**config.mk**
```make
export PLATFORM = sky130hd
export DESIGN_NAME = branch_redirect_flat
export DESIGN_NICKNAME = d
export VERILOG_FILES = /design/src/rtl/branch_redirect_if.sv /design/src/rtl/branch_redirect.sv /design/src/flat_wrapper.sv
export SDC_FILE = /design/constraint.sdc
export NUM_CORES = 1
export LEC_CHECK = 0
export CAP_MARGIN = 20
export CORE_AREA = 2 2 108 110
export CTS_CLUSTER_DIAMETER = 100
export DETAILED_ROUTE_END_ITERATION = 12
export DIE_AREA = 0 0 110 112
export SETUP_SLACK_MARGIN = 0.2
export SLEW_MARGIN = 25
export SYNTH_ARGS = -nofsm -noshare
export SYNTH_HDL_FRONTEND = slang
export SYNTH_SLANG_ARGS = --single-unit
```
**constraint.sdc**
```tcl
create_clock -name clk -period 2.97 [get_ports clk]
set_input_delay 0.4455 -clock clk [delete_from_list [all_inputs] [get_ports clk]]
set_output_delay 0.4455 -clock clk [all_outputs]
set_load 0.005 [all_outputs]
```
**src/rtl/branch_redirect_if.sv**
```systemverilog
// Purpose : groups the branch-redirect handshake/bus signals between the
//           branch resolution stage and the fetch-PC block.
// Latency : none (pure wiring). Backpressure: 'stall' holds the fetch PC.
// Ports   : master = branch/decode side (drives stall, br_valid, take_branch,
//           is_jump, target; observes pc, pc_valid, flush, redirect_count).
//           slave  = branch_redirect block (the reverse directions).
// Config  : BRANCH_MISALIGN_TRAP_EN adds the 'trap' signal.
interface branch_redirect_if;
  logic        stall;
  logic        br_valid;
  logic        take_branch;
  logic        is_jump;
  logic [31:0] target;
  logic [31:0] pc;
  logic        pc_valid;
  logic        flush;
  logic [15:0] redirect_count;
`ifdef BRANCH_MISALIGN_TRAP_EN
  logic        trap;
`endif

  modport master (
    output stall,
    output br_valid,
    output take_branch,
    output is_jump,
    output target,
    input  pc,
    input  pc_valid,
    input  flush,
    input  redirect_count
`ifdef BRANCH_MISALIGN_TRAP_EN
    , input trap
`endif
  );

  modport slave (
    input  stall,
    input  br_valid,
    input  take_branch,
    input  is_jump,
    input  target,
    output pc,
    output pc_valid,
    output flush,
    output redirect_count
`ifdef BRANCH_MISALIGN_TRAP_EN
    , output trap
`endif
  );
endinterface

```
**src/rtl/branch_redirect.sv**
```systemverilog
// Purpose : fetch-PC sequencer; takes branch/jump redirects and inserts a
//           FLUSH_CYCLES-long bubble (flush=1, pc_valid=0) after each one.
// Latency : all outputs registered; a redirect shows up one cycle after the
//           input cycle. Backpressure: stall holds pc in RUN; a redirect
//           overrides stall; stall and br_valid are ignored while flushing.
// Ports   : clk, rst_n (async active-low); io_br (branch_redirect_if.slave):
//           in  stall, br_valid, take_branch, is_jump, target[31:0]
//           out pc[31:0], pc_valid, flush, redirect_count[15:0] (+ trap)
// Config  : define BRANCH_MISALIGN_TRAP_EN to trap on a taken redirect whose
//           target is not word aligned (sticky TRAP state, adds 'trap').
//           Without it the target's low two bits are dropped.
module branch_redirect #(
  parameter logic [31:0] RESET_PC     = 32'h0000_0000,
  parameter int          FLUSH_CYCLES = 2            // legal range 1..15
) (
  input  logic             clk,
  input  logic             rst_n,
  branch_redirect_if.slave io_br
);

  localparam logic [3:0] FLUSH_LOAD = 4'(FLUSH_CYCLES);

`ifdef BRANCH_MISALIGN_TRAP_EN
  typedef enum logic [1:0] {ST_RUN, ST_FLUSH, ST_TRAP} state_t;
`else
  typedef enum logic [1:0] {ST_RUN, ST_FLUSH} state_t;
`endif

  state_t      r_state;
  logic [31:0] r_pc;
  logic        r_pc_valid;
  logic        r_flush;
  logic [3:0]  r_flush_cnt;
  logic [15:0] r_redirect_cnt;
`ifdef BRANCH_MISALIGN_TRAP_EN
  logic        r_trap;
`endif

  logic        w_redirect;
  logic [31:0] w_target_aligned;

  assign w_redirect       = io_br.br_valid & (io_br.take_branch | io_br.is_jump);
  assign w_target_aligned = io_br.target & ~32'd3;

`ifdef BRANCH_MISALIGN_TRAP_EN
  logic w_misaligned;
  assign w_misaligned = |io_br.target[1:0];
`endif

  always_ff @(posedge clk or negedge rst_n) begin
    if (!rst_n) begin
      r_state        <= ST_RUN;
      r_pc           <= RESET_PC;
      r_pc_valid     <= 1'b0;
      r_flush        <= 1'b0;
      r_flush_cnt    <= 4'd0;
      r_redirect_cnt <= 16'd0;
`ifdef BRANCH_MISALIGN_TRAP_EN
      r_trap         <= 1'b0;
`endif
    end else begin
      case (r_state)
        ST_RUN: begin
          if (w_redirect) begin
`ifdef BRANCH_MISALIGN_TRAP_EN
            if (w_misaligned) begin
              // pc and redirect_count deliberately untouched
              r_state    <= ST_TRAP;
              r_trap     <= 1'b1;
              r_flush    <= 1'b1;
              r_pc_valid <= 1'b0;
            end else
`endif
            begin
              r_state     <= ST_FLUSH;
              r_pc        <= w_target_aligned;
              r_flush_cnt <= FLUSH_LOAD;
              r_flush     <= 1'b1;
              r_pc_valid  <= 1'b0;
              if (r_redirect_cnt != 16'hFFFF) begin
                r_redirect_cnt <= r_redirect_cnt + 16'd1;
              end
            end
          end else if (!r_pc_valid) begin
            // First edge after reset release: RESET_PC becomes valid but
            // is not yet advanced, so it gets one full fetch cycle.
            r_pc_valid <= 1'b1;
          end else if (!io_br.stall) begin
            r_pc <= r_pc + 32'd4;
          end
        end

        ST_FLUSH: begin
          r_flush_cnt <= r_flush_cnt - 4'd1;
          // Leaving on count==1 gives exactly FLUSH_CYCLES bubble cycles;
          // pc stays at the target for its first valid cycle.
          if (r_flush_cnt == 4'd1) begin
            r_state    <= ST_RUN;
            r_flush    <= 1'b0;
            r_pc_valid <= 1'b1;
          end
        end

`ifdef BRANCH_MISALIGN_TRAP_EN
        ST_TRAP: begin
          // Sticky until reset.
          r_state <= ST_TRAP;
        end
`endif

        default: begin
          r_state    <= ST_RUN;
          r_flush    <= 1'b0;
          r_pc_valid <= 1'b0;
        end
      endcase
    end
  end

  assign io_br.pc             = r_pc;
  assign io_br.pc_valid       = r_pc_valid;
  assign io_br.flush          = r_flush;
  assign io_br.redirect_count = r_redirect_cnt;
`ifdef BRANCH_MISALIGN_TRAP_EN
  assign io_br.trap           = r_trap;
`endif

endmodule

```
**src/flat_wrapper.sv**
```systemverilog
// flat-port wrapper written by rule: the top's interface ports become plain ports
module branch_redirect_flat 
#(
  parameter logic [31:0] RESET_PC     = 32'h0000_0000,
  parameter int          FLUSH_CYCLES = 2                                
)
  (clk, rst_n, io_br_stall, io_br_br_valid, io_br_take_branch, io_br_is_jump, io_br_target, io_br_pc, io_br_pc_valid, io_br_flush, io_br_redirect_count);
  branch_redirect_if io_br_i ();
  input  logic clk;
  input  logic rst_n;
  input wire logic [$bits(io_br_i.stall)-1:0] io_br_stall;
  input wire logic [$bits(io_br_i.br_valid)-1:0] io_br_br_valid;
  input wire logic [$bits(io_br_i.take_branch)-1:0] io_br_take_branch;
  input wire logic [$bits(io_br_i.is_jump)-1:0] io_br_is_jump;
  input wire logic [$bits(io_br_i.target)-1:0] io_br_target;
  output wire logic [$bits(io_br_i.pc)-1:0] io_br_pc;
  output wire logic [$bits(io_br_i.pc_valid)-1:0] io_br_pc_valid;
  output wire logic [$bits(io_br_i.flush)-1:0] io_br_flush;
  output wire logic [$bits(io_br_i.redirect_count)-1:0] io_br_redirect_count;
  assign io_br_i.stall = io_br_stall;
  assign io_br_i.br_valid = io_br_br_valid;
  assign io_br_i.take_branch = io_br_take_branch;
  assign io_br_i.is_jump = io_br_is_jump;
  assign io_br_i.target = io_br_target;
  assign io_br_pc = io_br_i.pc;
  assign io_br_pc_valid = io_br_i.pc_valid;
  assign io_br_flush = io_br_i.flush;
  assign io_br_redirect_count = io_br_i.redirect_count;
  branch_redirect #(.RESET_PC(RESET_PC), .FLUSH_CYCLES(FLUSH_CYCLES)) u_core (.clk(clk), .rst_n(rst_n), .io_br(io_br_i));
endmodule
```
==> results.json <==
{
  "reg2reg_slack_ns": 0.91,
  "grt_pass1_vias": 3022,
  "clkSinkCount": 52,
  "cp_max_fo": 23,
  "synth-seq-area-share": 0.3977,
  "tightest_slew_ns": 0.8074,
  "layout_min_cycle_time_ns": 2.244,
  "avgSynthCellArea_sq_um": 8.772,
  "grt_overflow": 0,
  "worst_setup_path_start_kind": "flip-flop",
  "fin_crit_sh": 0.7554,
  "holdBufCountCts": 0,
  "skew_ns": 0.003452,
  "ir_worst_vdd_uv": 268.0,
  "reg2reg_to": "u_core.io_br.pc[30]",
  "cp-end-kind": "output port",
  "layout.filler_cells": 1139,
  "dp.cells": 580,
  "post_cts_resized": 0,
  "max_cap_viol_count": 0,
  "worstPathRequired_ns": 2.52,
  "clock_latency_ns": 0.29,
  "globalplace.congestion": 0.8210,
  "cts_tree": "done",
  "syn-instance-count": 373,
  "die_height_um": 112,
  "antenna_found_initial": 0,
  "arrival_ns": 1.80,
  "vias": 3225,
  "die_x_um": 110,
  "row_count": 39,
  "drt_pre_antenna_iters": 5,
  "clkTransAtPathRegs_ns": 0.07,
  "coreArea_sq_mm": 0.01117,
  "slew_headroom": 0.4617,
  "ys_seq_elements": 52,
  "cpLargestDelayFamily": "flip-flops",
  "final_layout_size_suffix_gt1_frac": 0.08333,
  "post_cts_buffers": 0,
  "synth_ff_type": "dfrtp_1",
  "place_hpwl_um": 6790,
  "critPathSlowestCell": "dfrtp_1",
  "yosys-top-cells-count": "52 x dfrtp_1, 39 x nand2_1, 35 x a21oi_1, 26 x nand3_1, 20 x nand4_1",
  "endpoint": "io_br_flush",
  "hold_viol_final": 0,
  "stdcell_count": 587,
  "routedWlPerCell_um": 16.17,
  "synth_top_area_cell": "dfrtp_1",
  "viasPerCell": 5.494,
  "numCtsBuffers": 5,
  "drtAntennaViolNets": 0,
  "cts_max_path_buffers": 2,
  "setup_tns_ns": 0,
  "area_growth_pct": 33.38,
  "ys_async_sr_fraction": 1.000,
  "ys_warn_count": 0,
  "run_status": "finished, final reports clean",
  "n_antenna_cell": 0,
  "dieArea_sq_mm": 0.01232,
  "leakagePower_nw": 1.643,
  "grt_pass1_wl_um": 15450,
  "first_iter_violations": 185,
  "synth-edff-count": 0,
  "setup_violations": 0,
  "hold_class": "primary input to asynchronous set/reset pin",
  "rsz0062_at_grt": "false",
  "stdcell_area_sq_mm": 0.004364,
  "utilization": 0.3906,
  "fmax_ghz": 0.4457,
  "worst-path-buf-inv": 1,
  "crit_path_max_incr_delay_ns": 0.87,
  "clockRootBuffer": "clkbuf_16",
  "rr_worst_depth": 5,
  "drc": 0,
  "path_class": "flip-flop to output port",
  "wirelength_um": 9491,
  "start_util": 0.2928,
  "yosys-top-cells-area": "dfrtp_1 40%, a21oi_1 5.4%, nand2_1 4.5%",
  "synth.top_cell.area_share": 0.3977,
  "dpl-instance-area_sq_mm": 0.004223,
  "io_buffers": 83,
  "cp_cell_sequence": "clkdlybuf4s50_1",
  "grt_max_degree": 53,
  "drv_slew": 0,
  "nets": 486,
  "powerDensity_mw_per_mm2": 752.4,
  "grt.total_usage": 0.1551,
  "synth.most_common_cell": "dfrtp_1",
  "fin_total_pwr_mw": 3.284,
  "reg2reg_from": "u_core.io_br.pc[2]",
  "h-tree-depth": 2,
  "path_depth": 1,
  "netlist_area_sq_mm": 0.003272,
  "ys_types": 55,
  "cp-startpoint": "u_core.io_br.flush",
  "io_pins": 88
}
layer usage:
metal,GRT usage,part of all wire,up-vias
met5,0,0,-
met3,0.02225,0.057,8
met2,0.2503,0.48,112
li1,-,-,1546
met1,0.2144,0.45,1559
met4,0.04473,0.012,0
final cells by class:
class / instances / area [sq um] / area share
tap: 143 / 178.9 / 0.04100
sequential: 52 / 1301 / 0.2982
multi-input combinational: 290 / 1842 / 0.4220
clock inverter: 2 / 16.27 / 0.003727
clock buffer: 5 / 125.1 / 0.02867
timing repair buffer: 91 / 885.9 / 0.2030
inverter: 4 / 15.01 / 0.003440
per-stage QoR:
stage | hold slack (ns) | setup slack [ns]
floorplan | 0.1499 | 1.244
detailed placement | 0.5043 | 0.5957
finish | 0.2866 | 0.7264
CTS | 0.3185 | 0.6926
global route | 0.3505 | 0.5888
global placement | 0.4996 | 0.6525
sequential cells by signal, indices dropped and copies added, names as in the netlist:
signal,flops
u_core.io_br.pc_valid,1
u_core.io_br.flush,1
u_core.io_br.pc,30
u_core.io_br.redirect_count,16
u_core.r_flush_cnt,4
kinds of logic after synthesis:
kind of cell / synth area share
AOI/OAI and AO/OA: 0.1882
and+or+nand+nor: 0.3055
adders and majority gates: 0.01530
DFF: 0.3977
muxes: 0.02027
xor gates and xnor gates: 0.02677
other: 0.001146
buffers and inverters: 0.04512
worst min-delay path by stage:
stage / depth (start not counted) / slack, ns / endpoint / from
floorplan: 0 / 0.15 / u_core.io_br.flush / rst_n
global placement: 1 / 0.50 / u_core.io_br.redirect_count[11] / u_core.io_br.redirect_count[11]
detailed placement: 1 / 0.50 / u_core.io_br.redirect_count[6] / u_core.io_br.redirect_count[6]
CTS: 2 / 0.32 / u_core.io_br.redirect_count[2] / rst_n
global route: 2 / 0.35 / u_core.io_br.redirect_count[1] / rst_n
finish: 2 / 0.29 / u_core.io_br.redirect_count[1] / rst_n
cells in the final DEF (no fill, tap or decap), types with 5 or more instances in the layout:
cell type / Yosys / routed
a21oi_1: 35 / 34
a31oi_1: 6 / 6
and2_1: 5 / 5
and3_1: 7 / 7
and4_1: 5 / 5
buf_4: 2 / 8
clkbuf_16: 0 / 5
clkdlybuf4s50_1: 0 / 82
dfrtp_1: 52 / 52
mux2_2: 5 / 5
nand2_1: 39 / 39
nand3_1: 26 / 26
nand4_1: 20 / 20
nor2_1: 17 / 17
nor3_1: 9 / 9
nor3b_1: 9 / 9
nor4_1: 10 / 10
o211ai_1: 6 / 6
o21ai_0: 17 / 17
o22ai_1: 7 / 7
xnor2_1: 10 / 10
report_power, final:
part           internal, mW  switching, mW
Sequential            0.932          0.399
Combinational         0.726          0.644
Clock                 0.312          0.272
Total                  1.97           1.31
Note: power is estimated with default switching activity, not from simulation.
